--- src/rtl/dm_pkg.sv ---
// dm_pkg: size and state encodings, default timeout and alignment rule for the data-memory controller.
package dm_pkg;
  localparam logic [1:0] SIZE_BYTE = 2'b00;
  localparam logic [1:0] SIZE_HALF = 2'b01;
  localparam logic [1:0] SIZE_WORD = 2'b10;
  localparam int DM_TIMEOUT_DEF = 255;
  typedef enum logic [1:0] {S_IDLE = 2'd0, S_ACCESS = 2'd1, S_RESP = 2'd2, S_ERR = 2'd3} dm_state_t;
  function automatic logic dm_misaligned(input logic [1:0] size, input logic [1:0] a);
    return (size == 2'b11) | ((size == SIZE_HALF) & a[0]) | ((size == SIZE_WORD) & (|a));
  endfunction
endpackage

--- src/rtl/dm_load_ext.sv ---
// dm_load_ext: selects the addressed byte/half from a memory word and sign- or zero-extends it.
module dm_load_ext
  import dm_pkg::*;
(
  input  logic [31:0] i_rdata,
  input  logic [1:0]  i_a,
  input  logic [1:0]  i_size,
  input  logic        i_signed,
  output logic [31:0] o_data
);
  logic [7:0]  w_b;
  logic [15:0] w_h;
  assign w_b = i_rdata[{i_a, 3'b000} +: 8];
  assign w_h = i_a[1] ? i_rdata[31:16] : i_rdata[15:0];
  assign o_data = (i_size == SIZE_BYTE) ? {{24{i_signed & w_b[7]}}, w_b} :
                  (i_size == SIZE_HALF) ? {{16{i_signed & w_h[15]}}, w_h} : i_rdata;
endmodule

--- src/rtl/dm_access_ctrl.sv ---
// dm_access_ctrl: MEM-stage data-memory controller with req/ack memory handshake and pipeline stall.
module dm_access_ctrl
  import dm_pkg::*;
#(
  parameter int TIMEOUT_CYCLES = DM_TIMEOUT_DEF,
  parameter int TO_W           = 8
)
(
  input  logic        clk,
  input  logic        rst_n,
  input  logic        req_valid,
  output logic        req_ready,
  input  logic        req_we,
  input  logic [1:0]  req_size,
  input  logic        req_signed,
  input  logic [31:0] req_addr,
  input  logic [31:0] req_wdata,
  output logic        resp_valid,
  output logic [31:0] resp_rdata,
  output logic        misalign_err,
  output logic        bus_err,
  output logic        stall,
  output logic        mem_req,
  output logic        mem_we,
  output logic [31:0] mem_addr,
  output logic [3:0]  mem_be,
  output logic [31:0] mem_wdata,
  input  logic        mem_ack,
  input  logic [31:0] mem_rdata
);
  dm_state_t   r_state, w_next;
  logic        r_we, r_signed;
  logic [1:0]  r_size;
  logic [31:0] r_addr, r_wdata, r_rdata;
  logic        w_mis, w_accept, w_ack, w_to, w_acc;
  logic [31:0] w_ext, w_wd;
  logic [3:0]  w_be;
  assign w_mis    = dm_misaligned(req_size, req_addr[1:0]);
  assign w_accept = (r_state == S_IDLE) & req_valid & ~w_mis;
  assign w_acc    = r_state == S_ACCESS;
  assign w_ack    = w_acc & mem_ack;
`ifdef DM_TIMEOUT_EN
  logic [TO_W-1:0] r_cnt;
  logic            r_bus_err;
  assign w_to    = w_acc & ~mem_ack & (r_cnt == TO_W'(TIMEOUT_CYCLES - 1));
  assign bus_err = (r_state == S_RESP) & r_bus_err;
  always_ff @(posedge clk or negedge rst_n) begin
    if (!rst_n) begin
      r_cnt     <= '0;
      r_bus_err <= 1'b0;
    end else begin
      r_cnt     <= w_accept ? '0 : (w_acc & ~mem_ack) ? r_cnt + 1'b1 : r_cnt;
      r_bus_err <= w_accept ? 1'b0 : w_to ? 1'b1 : r_bus_err;
    end
  end
`else
  assign w_to    = 1'b0;
  assign bus_err = 1'b0;
`endif
  always_ff @(posedge clk or negedge rst_n) begin
    if (!rst_n) r_state <= S_IDLE;
    else        r_state <= w_next;
  end
  always_comb begin
    w_next = r_state;
    case (r_state)
      S_IDLE:   w_next = req_valid ? (w_mis ? S_ERR : S_ACCESS) : S_IDLE;
      S_ACCESS: w_next = (mem_ack | w_to) ? S_RESP : S_ACCESS;
      default:  w_next = S_IDLE;
    endcase
  end
  always_ff @(posedge clk or negedge rst_n) begin
    if (!rst_n) begin
      r_we     <= 1'b0;
      r_signed <= 1'b0;
      r_size   <= 2'b00;
      r_addr   <= '0;
      r_wdata  <= '0;
      r_rdata  <= '0;
    end else begin
      if (w_accept) begin
        r_we     <= req_we;
        r_signed <= req_signed;
        r_size   <= req_size;
        r_addr   <= req_addr;
        r_wdata  <= req_wdata;
      end
      if (w_ack)     r_rdata <= r_we ? '0 : w_ext;
      else if (w_to) r_rdata <= '0;
    end
  end
  dm_load_ext u_ext (
    .i_rdata  (mem_rdata),
    .i_a      (r_addr[1:0]),
    .i_size   (r_size),
    .i_signed (r_signed),
    .o_data   (w_ext)
  );
  assign w_be = ~r_we                 ? 4'b1111 :
                (r_size == SIZE_BYTE) ? 4'b0001 << r_addr[1:0] :
                (r_size == SIZE_HALF) ? (r_addr[1] ? 4'b1100 : 4'b0011) : 4'b1111;
  assign w_wd = (r_size == SIZE_BYTE) ? {4{r_wdata[7:0]}} :
                (r_size == SIZE_HALF) ? {2{r_wdata[15:0]}} : r_wdata;
  always_comb begin
    req_ready    = rst_n & (r_state == S_IDLE);
    mem_req      = w_acc;
    mem_we       = w_acc & r_we;
    mem_addr     = w_acc ? {r_addr[31:2], 2'b00} : '0;
    mem_be       = w_acc ? w_be : '0;
    mem_wdata    = (w_acc & r_we) ? w_wd : '0;
    resp_valid   = (r_state == S_RESP) | (r_state == S_ERR);
    misalign_err = r_state == S_ERR;
    resp_rdata   = (r_state == S_RESP) ? r_rdata : '0;
    stall        = rst_n & req_valid & ~resp_valid;
  end
endmodule

--- config.mk ---
export PLATFORM = sky130hd
export DESIGN_NAME = dm_access_ctrl
export DESIGN_NICKNAME = d
export VERILOG_FILES = /design/src/rtl/dm_pkg.sv /design/src/rtl/dm_load_ext.sv /design/src/rtl/dm_access_ctrl.sv
export SDC_FILE = /design/constraint.sdc
export NUM_CORES = 1
export LEC_CHECK = 0
export CORE_MARGIN = 5
export CORE_UTILIZATION = 30
export CTS_CLUSTER_DIAMETER = 200
export DETAILED_ROUTE_END_ITERATION = 8
export SLEW_MARGIN = 20
export SYNTH_ARGS = -nofsm -noshare
export SYNTH_HDL_FRONTEND = slang
export SYNTH_HIERARCHICAL = 1
export SYNTH_SLANG_ARGS = --single-unit
--- constraint.sdc ---
create_clock -name clk -period 3.9 [get_ports clk]
set_input_delay 1.17 -clock clk [delete_from_list [all_inputs] [get_ports clk]]
set_output_delay 1.17 -clock clk [all_outputs]
set_load 0.01 [all_outputs]
* After elaboration in Yosys (flattened, before gate mapping)
Cells that the tools add are included.
** Word-level totals
- Flip-flop bits (word level) :: 102
- Latch bits :: 0
- Memory bits (writable) :: 0
- Memory bits (read-only) :: 0
- Input bits :: 104
- Output and inout bits :: 107
- Memories :: 0
** Cells by class
- Add/subtract/negate cells :: 0
- Multiply operators :: 0
- Divide/modulo/power cells :: 0
- Magnitude comparators :: 0
- Equal/unequal tests :: 7
- Shift operators :: 2
- Muxes and demuxes :: 18
- Bitwise operators :: 16
- Reductions and logical operators :: 3
** Operator list (count)
- $mux W32 :: 8
- $shiftx A32 B6 Y8 :: 1
- $mux W4 :: 5
- $mux W16 :: 1
- $and A1 B1 Y1 :: 11
- $eq A2 B2 Y1 const B :: 4
- $eq A2 B1 Y1 const B :: 3
- $mux W2 :: 3
- $logic_not A2 Y1 :: 2
- $pmux W2 S2 :: 1
- $shl A1 B2 Y4 const A :: 1
- $or A1 B1 Y1 :: 3
- $not A1 Y1 :: 2
- $reduce_or A2 Y1 :: 1

* Logic depth before layout (Yosys ltp)
Gate-level depths: netlist (run 1).
- Word-level depth :: 7
- Mapped depth :: 7
- Depth with buffers taken out :: 5

* Cells and area by module
Netlist (run 1), hierarchy kept.
** By module, submodules not included
- dm_access_ctrl :: instances 1, cells each 464, area an instance 5073.6 um^2
- dm_load_ext :: instances 1, cells each 135, area an instance 939.7 um^2

* Worst setup path before layout (run 1)
OpenSTA, ideal clock, no wires.
- Path kind :: input-to-output
- Start point :: input port rst_n
- End point :: output port req_ready
- Arrival :: 1.476 ns
- Setup slack :: 1.254 ns
- Cell stages on the path :: 1
- Cells stage by stage :: nor3b_1
** Between the ends
- Word-level cells in the longest chain between the ends :: 1
** Ends and longest elaborated chain
- start: declaration :: line dm_access_ctrl.sv:10 : input logic rst_n,
- $and A1 B1 Y1 :: line dm_access_ctrl.sv:105 : req_ready = rst_n & (r_state == S_IDLE);
- end: declaration :: line dm_access_ctrl.sv:12 : output logic req_ready,
No other way between the ends.

* Worst setup path after layout (run 1)
- Start point :: input port req_valid
- End point :: output port stall
** Between the ends
- Word-level cells in the longest chain between the ends :: 2
** Ends and longest elaborated chain
- start: declaration :: line dm_access_ctrl.sv:11 : input logic req_valid,
- $and A1 B1 Y1 (2 in series) :: line dm_access_ctrl.sv:114 : stall = rst_n & req_valid & ~resp_valid;
- end: declaration :: line dm_access_ctrl.sv:22 : output logic stall,
No other way between the ends.

==> impl_metrics.py, run 1 <==
metrics = {
    "clock_tree": {
        "cts_resized": 0,
        "cts_setup_buffers": 0,
        "htreeDepth": 3,
        "clkLatencyLatePin_ns": 0.35,
        "root_buffer": "clkbuf_16",
        "postCtsHoldBufs": 0,
        "cts_sinks": 102,
        "clockBufferDepth": 2,
        "cts_tree": "done",
        "cts.clk_slew.worst_paths_ns": 0.07,
        "cts_buffers": 9,
    },
    "sta": {
        "min_period_over_period_pct": 93.59,
        "rsz0062_at_grt": "false",
        "hold_violations": 0,
        "max_freq_ghz": 0.2740,
        "max_slew_margin_pct": 43.55,
        "fin_skew_ns": 0.009858,
        "layout_min_cycle_time_ns": 3.650,
        "tightest_slew_ns": 0.8467,
        "setup_tns_ns": 0,
        "hold_slack_ns": 0.4733,
        "slew_viol_final": 0,
        "finalSetupViolCount": 0,
    },
    "worst_setup_path": {
        "crit_path_start_kind": "input pin",
        "crit_slowest_cell": "clkdlybuf4s50_1",
        "cp_cell_sequence": "clkdlybuf4s50_1 > and3b_1 > clkdlybuf4s50_1",
        "path_max_fanout": 3,
        "max_stage_delay_ns": 0.58,
        "end_kind": "output port",
        "r2r_slack_ns": 1.59,
        "cp.arrival_ns": 2.48,
        "crit_required_ns": 2.73,
        "crit_type": "input pin to output port",
        "crit_top_cell": "clkdlybuf4s50_1",
    },
    "cells_and_area": {
        "diodes": 0,
        "final_util_pct": 43.76,
        "layout-drive-gt1-share_pct": 15.54,
        "final_common_cell": "clkdlybuf4s50_1",
        "final_nets": 884,
        "areaGrowthSynthToFinish_pct": 42.57,
        "final_cell_mix": "clkdlybuf4s50_1 (206), dfrtp_1 (101), and2_1 (63)",
    },
    "yosys": {
        "ys_types": 37,
        "synth-edff-count": 0,
        "ys_seq_area_share_pct": 42.45,
        "syn_area_um2": 6013,
        "synth-main-ff-cell": "dfrtp_1",
        "synthArstFlopShare_pct": 100.0,
        "syn-mean-instance-area_um2": 10.04,
        "syn_inst": 599,
        "yosys_warnings": 6,
        "synth_seq_cells": 102,
    },
    "floorplanning": {
        "num_rows": 51,
        "core_area_um2": 19590,
        "start_util_pct": 30.70,
        "die_w_um": 151.6,
        "dieArea_um2": 22980,
        "ioPinCount": 211,
        "die_y_um": 151.6,
    },
    "routing": {
        "wl_per_cell_um": 17.08,
        "via_count": 4821,
        "drtPass1Iterations": 4,
        "drt_iter0_drc": 210,
        "drtAntennaViolNets": 0,
        "drc": 0,
        "wirelength_um": 17930,
        "viasPerCell": 4.591,
    },
    "power": {
        "power_density_nw_per_um2": 699.3,
        "switchingPower_mw": 2.257,
        "swShare_pct": 37.65,
        "intPower_mw": 3.738,
        "vdd.ir_drop.worst_mv": 0.3624,
        "p_leak_nw": 3.590,
        "combPwrFrac_pct": 53.2,
        "seqPwrFrac_pct": 31.6,
        "pwr-share-clk_pct": 15.2,
    },
    "place": {
        "gp_routability_congestion": 0.7880,
        "dp.final_hpwl_um": 12980,
        "io_buffers": 207,
    },
    "global_route": {
        "grt_first_pass_wirelength_um": 27850,
        "overflow": 0,
        "antenna_found_initial": 0,
        "grt_max_degree": 65,
        "first_global_vias": 4959,
        "grtUsageTotal_pct": 15.64,
    },
    "status": {
        "status": "complete, no violations",
    },
    "hold_path": {
        "holdCritPathClass": "flip-flop to flip-flop",
    },
    "job": {
        "drv_cap": 0,
    },
}
power by group through the flow:
stage          Clock (mW)  Combinational, mW  Sequential, mW
2_1_floorplan           0               2.17            1.76
3_3_place_gp            0               3.21            1.91
3_5_place_dp            0               3.23            1.93
4_1_cts             0.952               3.25            1.91
5_1_grt             0.982               3.53            1.97
6_report            0.909               3.19            1.90
final cells by class:
class | count | area (µm²)
Sequential cell | 102 | 2554
Inverter | 3 | 11.26
Multi-Input combinational cell | 443 | 3196
Fill cell | 1974 | 11020
Clock inverter | 6 | 55.05
Clock buffer | 10 | 239.0
Timing Repair Buffer | 221 | 2187
Tap cell | 265 | 331.6
worst paths after layout:
kind                                              start                       to  depth (start not counted)
worst max register to register    r_addr[0]$_DFFE_PN0P_  r_rdata[26]$_DFFE_PN0N_                          5
max in group asynchronous                         rst_n    r_size[1]$_DFFE_PN0P_                          2
min in group asynchronous                         rst_n   r_addr[29]$_DFFE_PN0P_                          1
worst min register to register  r_rdata[31]$_DFFE_PN0N_  r_rdata[31]$_DFFE_PN0N_                          2
worst min-delay path            r_rdata[31]$_DFFE_PN0N_  r_rdata[31]$_DFFE_PN0N_                          2
worst max-delay path                          req_valid                    stall                          3
cell usage after synthesis (all sizes together) (13+ instances only):
library cell	count	area [µm²]
clkbuf	31	118.9
mux2	77	942.2
nand2	50	187.7
mux2i	16	160.2
a21oi	13	65.06
dfrtp	102	2552
nand2b	35	219.0
o21ai	65	325.3
and2	63	394.1
buf	22	153.9
nor2	28	105.1
nor2b	34	212.7
per-stage QoR:
stage	setup slack [ns]	total power [mW]	cell area [µm²]	cells
2_1_floorplan	1.254	3.928	6021	601
3_3_place_gp	0.2343	5.121	8279	1034
3_5_place_dp	0.2318	5.157	8279	1034
4_1_cts	0.2318	6.105	8573	1050
5_1_grt	0.1015	6.485	8573	1050
6_report	0.2499	5.995	8573	1050
metal layers:
| metal | vias to the layer above | track usage, % | routed length, µm |
|---|---|---|---|
| li1 | 2381 | - | - |
| met1 | 2261 | 19.98 | 7704 |
| met2 | 163 | 24.85 | 8287 |
| met3 | 16 | 6.127 | 1661 |
| met4 | 0 | 4.088 | 277 |
| met5 | - | 0 | 0 |
flip-flops by register name (all words and copies together) (netlist names):
signal    flops
r_rdata      32
r_we          1
r_addr       32
r_signed      1
r_state       2
r_size        2
r_wdata      32
logic make-up after synthesis:
kind of cell    after synthesis  synth area share [%]
simple gates                240                 22.10
flops                       102                 42.45
other cells                   1               0.06236
buf+inv                      56                 4.723
compound gates               99                 9.280
mux                         101                 21.39
critical path, delay by kind of cell:
kind / cells / cell delay (ns)
AND/OR/NAND/NOR: 1 / 0.20
buffers and inverters: 2 / 1.11
Note: power is estimated with default switching activity, not from simulation.
==> run 2: changes to the inputs <==
- CAP_MARGIN: not set -> 20
- SETUP_SLACK_MARGIN: not set -> 0.02
==> results of run 2 <==
Same layout as run 1: the final DEF is identical, and so are final timing and power.
